## config.mk

```make
export PLATFORM = sky130hd
export DESIGN_NAME = sram_word_controller
export DESIGN_NICKNAME = d
export VERILOG_FILES = /design/src/rtl/sram_word_controller.sv
export SDC_FILE = /design/constraint.sdc
export NUM_CORES = 1
export LEC_CHECK = 0
export ABC_AREA = 1
export CELL_PAD_IN_SITES_DETAIL_PLACEMENT = 1
export CELL_PAD_IN_SITES_GLOBAL_PLACEMENT = 2
export CORE_MARGIN = 5
export CORE_UTILIZATION = 20
export DETAILED_ROUTE_END_ITERATION = 8
export GPL_TIMING_DRIVEN = 0
export PLACE_DENSITY = 0.74
export SYNTH_ARGS = -nofsm -noshare
export SYNTH_HDL_FRONTEND = slang
export SYNTH_SLANG_ARGS = --single-unit
```

## constraint.sdc

```tcl
create_clock -name clk -period 1.4 [get_ports clk]
set_input_delay 0.14 -clock clk [delete_from_list [all_inputs] [get_ports clk]]
set_output_delay 0.14 -clock clk [all_outputs]
set_load 0.02 [all_outputs]
```

## src/rtl/sram_word_controller.sv

```systemverilog
// Two-phase 32-bit over 16-bit SRAM access sequencer.
// Holds ready low while the half-word phases run.
module sram_word_controller #(
  parameter int WAIT_CYCLES = 1,
  parameter int ADDR_BASE   = 1024,
  parameter int SRAM_AW     = 18
) (
  input  logic               clk,
  input  logic               rst,
  input  logic               wr_en,
  input  logic               rd_en,
  input  logic [31:0]        address,
  input  logic [31:0]        write_data,
  output logic [31:0]        read_data,
  output logic               ready,
  output logic [SRAM_AW-1:0] sram_addr,
  output logic [15:0]        sram_dq_out,
  input  logic [15:0]        sram_dq_in,
  output logic               sram_dq_oe,
  output logic               sram_ce_n,
  output logic               sram_we_n,
  output logic               sram_oe_n,
  output logic               sram_ub_n,
  output logic               sram_lb_n
);

  localparam int PW =
    (WAIT_CYCLES > 0) ? $clog2(WAIT_CYCLES + 1) : 1;
  localparam logic [PW-1:0] PHASE_LAST = PW'(WAIT_CYCLES);

  typedef enum logic [1:0] {
    S_IDLE,
    S_LO,
    S_HI,
    S_DONE
  } state_t;

  state_t             r_state;
  state_t             w_next;
  logic [PW-1:0]      r_phase;
  logic               r_is_wr;
  logic [SRAM_AW-2:0] r_word;
  logic [31:0]        r_wdata;
  logic [31:0]        r_rdata;
  logic               w_req;
  logic               w_last;
  logic               w_active;
  logic [SRAM_AW-2:0] w_word;

  // A request seen while reset is asserted never starts an access.
  assign w_req    = (wr_en | rd_en) & rst;
  assign w_last   = (r_phase == PHASE_LAST);
  assign w_active = (r_state == S_LO) || (r_state == S_HI);
  assign w_word   =
    (SRAM_AW-1)'((address - 32'(ADDR_BASE)) >> 2);

  always_ff @(posedge clk) begin
    if (!rst) begin
      r_state <= S_IDLE;
    end else begin
      r_state <= w_next;
    end
  end

  always_comb begin
    w_next = r_state;
    unique case (r_state)
      S_IDLE: if (w_req) w_next = S_LO;
      S_LO:   if (w_last) w_next = S_HI;
      S_HI:   if (w_last) w_next = S_DONE;
      S_DONE: w_next = S_IDLE;
      default: w_next = S_IDLE;
    endcase
  end

  // Phase counter restarts at zero on entry to LO and to HI.
  always_ff @(posedge clk) begin
    if (!rst) begin
      r_phase <= '0;
    end else if (!w_active || w_last) begin
      r_phase <= '0;
    end else begin
      r_phase <= r_phase + PW'(1);
    end
  end

  always_ff @(posedge clk) begin
    if (!rst) begin
      r_is_wr <= 1'b0;
      r_word  <= '0;
      r_wdata <= '0;
    end else if (r_state == S_IDLE && w_req) begin
      r_is_wr <= wr_en;
      r_word  <= w_word;
      r_wdata <= write_data;
    end
  end

  always_ff @(posedge clk) begin
    if (!rst) begin
      r_rdata <= '0;
    end else if (w_active && !r_is_wr && w_last) begin
      if (r_state == S_LO) begin
        r_rdata[15:0] <= sram_dq_in;
      end else begin
        r_rdata[31:16] <= sram_dq_in;
      end
    end
  end

  always_comb begin
    ready       = 1'b1;
    sram_addr   = '0;
    sram_dq_out = '0;
    sram_dq_oe  = 1'b0;
    sram_ce_n   = 1'b1;
    sram_we_n   = 1'b1;
    sram_oe_n   = 1'b1;
    sram_ub_n   = 1'b1;
    sram_lb_n   = 1'b1;
    unique case (r_state)
      S_IDLE: begin
        ready = ~w_req;
      end
      S_LO, S_HI: begin
        ready     = 1'b0;
        sram_addr = {r_word, r_state == S_HI};
        sram_ce_n = 1'b0;
        sram_ub_n = 1'b0;
        sram_lb_n = 1'b0;
        if (r_is_wr) begin
          sram_we_n   = 1'b0;
          sram_dq_oe  = 1'b1;
          sram_dq_out = (r_state == S_HI) ?
                        r_wdata[31:16] : r_wdata[15:0];
        end else begin
          sram_oe_n = 1'b0;
        end
      end
      S_DONE: begin
        ready = 1'b1;
      end
      default: begin
        ready = 1'b1;
      end
    endcase
  end

  assign read_data = r_rdata;

endmodule

```

==> results by group <==
Synth
  – Post-synth net total: 600
  – Post-synthesis area per instance: 7.13 µm²
  – Post-synthesis cell type count: 22
  – Share of synthesized area occupied by flip-flops and latches: 46.9%
  – Synthesis-stage register bit count: 85
  – Yosys warning total: 0
  – Most area-hungry cell type in the Yosys netlist: dfxtp_1
  – Gate count of the mapped netlist: 509
  – Area share of the leading cell type in the synthesized netlist: 46.9%
  – Combined area of all synthesized cells: 3630 µm²
  – Leading post-synthesis cells by cell area: dfxtp_1 (47%), nand2_1 (9.7%), inv_1 (7.1%)

GRT
  – Number of global-route vias before repair: 4128
  – Met1 capacity usage during global routing: 17.4%
  – Most crowded layer after global routing: met2
  – Initial antenna violation count: 1
  – Maximum number of pins on one net before global-route repair: 15
  – All-Layer GR Usage: 14.0%
  – M3 GR Usage: 2.92%
  – Met2 usage in global routing: 24.2%
  – Global-route wire length before repair: 22500 µm
  – Overall overflow remaining after global route: 0

Worst setup path
  – Worst Path Required: 1.26 ns
  – Internal reg-to-reg setup slack: -0.37 ns
  – CP Launch Type: register
  – Number of cells traversed by the worst register-to-register path: 12
  – Maximum fanout along the worst path: 5
  – Critical R2R Capture: read_data[24]
  – Worst setup EP type: output pin
  – Arr. time, crit path: approximately 1.7 ns
  – Kind of critical path: register to output pin
  – Startpoint of the lowest-slack register-to-register path: r_state[0]

Clock tree
  – CTS tree: built
  – Number of buffers inserted during clock tree synthesis: 9
  – Clk buf depth: 2
  – Clock slew at the register clock pins of the worst setup and hold paths: about 0.07 ns
  – Cts hold-fix bufs: 0
  – Cell at the root of the clock tree: clkbuf_16
  – Clock latency on the worst-skew pair: between 0.3 and 0.4 ns
  – TritonCTS Sinks: 85
  – CTS H-tree depth: 3

STA
  – Worst-case hold slack: 0.346 ns
  – Setup slack after layout: -0.463 ns
  – Final clock period utilization by the worst path: 133%
  – Highest Clock Rate: ~540 MHz
  – Max-slew violations: 0
  – Number of setup violations in the final report: 73
  – Slew at the pin closest to its max-slew limit: 0.525 ns
  – Final-layout setup total negative slack: -23.35 ns
  – Worst max-slew margin expressed relative to the limit: 65.0%
  – Minimum clock period after layout: 1.86 ns
  – Final number of hold-violating endpoints: 0
  – Fin Clk Skew: 0.00629 ns
  – Unrepaired setup endpoints after global routing: yes

Power and ir drop
  – Switching power share of the total: 38.5%
  – Combinational fraction of design power: a little under half
  – Int Power: 6.62 mW
  – Max IR drop VDD: 0.947 mV
  – Psw: 4.15 mW
  – Power per unit of standard cell area: 1650 nW/µm²
  – Leak Pwr: 2.98 nW
  – Sequential cell fraction of total power: 31.4%
  – Clock power frac: 21.3%

Detailed routing
  – Detailed router's first-iteration violation count: 100
  – Vias per cell: around 4.2
  – Post-route antenna net violation count: 0
  – Final routed wirelength across all metal layers: 15000 µm
  – Total number of vias: 3946
  – Avg WL per Cell: 16.1 µm
  – Number of iterations in the first detailed-routing pass: 4
  – Detailed-route DRC error count: 0

Worst hold path
  – Worst min-delay path class: input pin to register
  – Hold path cells: 3
  – Endpoint of the worst hold path: r_word[2]
  – Hold_sp: address[4]

Placed design
  – # placed instances: 879
  – Half-perimeter wire length of the detailed placement result: 10900 µm
  – Worst Setup Slack post-DPL: -0.907 ns
  – Placed inst area: 5450 µm²
  – Number of buffers inserted by port buffering: 141
  – Final estimated routing congestion in global placement: 0.773

Status
  – Outcome: finished with violations
  – Violated checks: negative setup slack

Final layout
  – Net count reported at finish: 785
  – Share of final-layout standard cells stronger than drive strength 1: 30.8%
  – Fillers: 2165
  – Area growth from synthesis to layout: 79.8%
  – Final design area excluding fillers: 6530 µm²
  – Number of cells in the finished layout apart from fillers: 929

Floorplan
  – Width of the die: 145 µm
  – Row count: a little under 50
  – Count of pins on the block boundary: 157
  – Die Y: 145 µm
  – Core box area: 17900 µm²
  – Die outline area: 20900 µm²
  – Starting density of the core: between 20% and 30%

Run
  – Count of max-cap constraint violations: 0
## state kept, by name (all words and copies together) (netlist names)
register and cells:
r_is_wr 1, r_state 2, r_word 17, read_data 32
r_wdata 32, r_phase 1
## worst max-delay path, stage by stage, from the launching register on
cell     delay [ns]
dfxtp_4        0.37
inv_4          0.05
ha_4           0.30
nand2_4        0.08
inv_8          0.10
buf_8          0.13
o21ai_4        0.06
a21oi_2        0.13
buf_6          0.14
## power by group through the flow
stage	Combinational, mW	Clock, mW	Sequential, mW
after floorplan	2.05	0	3.47
after global placement	3.76	0	3.36
after detailed placement	3.84	0	3.39
after CTS	4.74	2.38	3.37
after global routing	5.51	2.45	3.46
final	5.09	2.30	3.38
## how the worst max path moves through the flow
stage	startpoint	to	depth (start not counted)
6_report	r_state[0]	sram_dq_out[8]	8
5_1_grt	r_state[0]	sram_dq_out[12]	8
4_1_cts	r_state[0]	sram_dq_out[10]	8
3_5_place_dp	r_state[0]	sram_dq_out[8]	8
3_3_place_gp	r_state[0]	sram_dq_out[6]	8
2_1_floorplan	r_state[1]	read_data[20]	10
## synthesized netlist by cell type (all sizes together)
master,number
a21oi,51
buf,23
inv,73
nor2,52
dfxtp,85
ha,7
or2,1
o21bai,1
nand2,94
o21ai,77
clkbuf,9
xnor2,1
a22oi,1
nand3,34
## placed cells by master, fill, tap and decap left out, drive strengths merged
master and instances:
dfxtp 85, or2 1, nor2 52, diode 1
nand2 94, clkinvlp 2, clkdlybuf4s50 67, clkinv 2
nand3 34, dlymetal6s2s 1, buf 96, ha 7
o21ai 77, clkbuf 19, a21oi 51, a22oi 1
o21bai 1, inv 75, dlygate4sd2 32, clkdlybuf4s15 1
xnor2 1
## repair_timing
item | in CTS | in global routing
pin swaps | 17 | 16
endpoints found under the setup margin | 157 | 122
setup buffers | 21 | 7
gates cloned | 6 | 1
resized for setup | 345 | 83
## cell families after synthesis
family          Yosys count  share of synthesized area (%)
fa+ha+maj                 7                           2.41
buf+inv                 105                           12.0
flops                    85                           46.9
xor+xnor                  1                          0.241
compound gates          130                           18.1
simple gates            181                           20.4
## cell type report
| type | count | area [µm²] | area share (%) |
|---|---|---|---|
| Multi-Input combinational cell | 319 | 1930 | 29.6 |
| Buffer | 31 | 300 | 4.60 |
| Sequential cell | 85 | 1710 | 26.2 |
| Clock buffer | 11 | 243 | 3.72 |
| Tap cell | 229 | 287 | 4.39 |
| Inverter | 73 | 307 | 4.69 |
| Antenna cell | 1 | 2.50 | 0.0383 |
| Timing Repair Buffer | 174 | 1710 | 26.2 |
| Timing Repair inverter | 1 | 6.26 | 0.0958 |
| Clock inverter | 5 | 33.8 | 0.517 |
## per-stage QoR
stage	utilization, %	power, mW
finish	36.5	10.8
global placement	30.4	7.12
detailed placement	30.4	7.22
global route	36.5	11.4
CTS	34.9	10.5
floorplan	-	5.52
## metal layers
metal  wire length [µm]  vias to the layer above
li1                   -                     1980
met1               6520                     1867
met2               7590                       85
met3                601                       14
met4                247                        0
met5                  0                        -
Power figures use the tool's default switching activity.
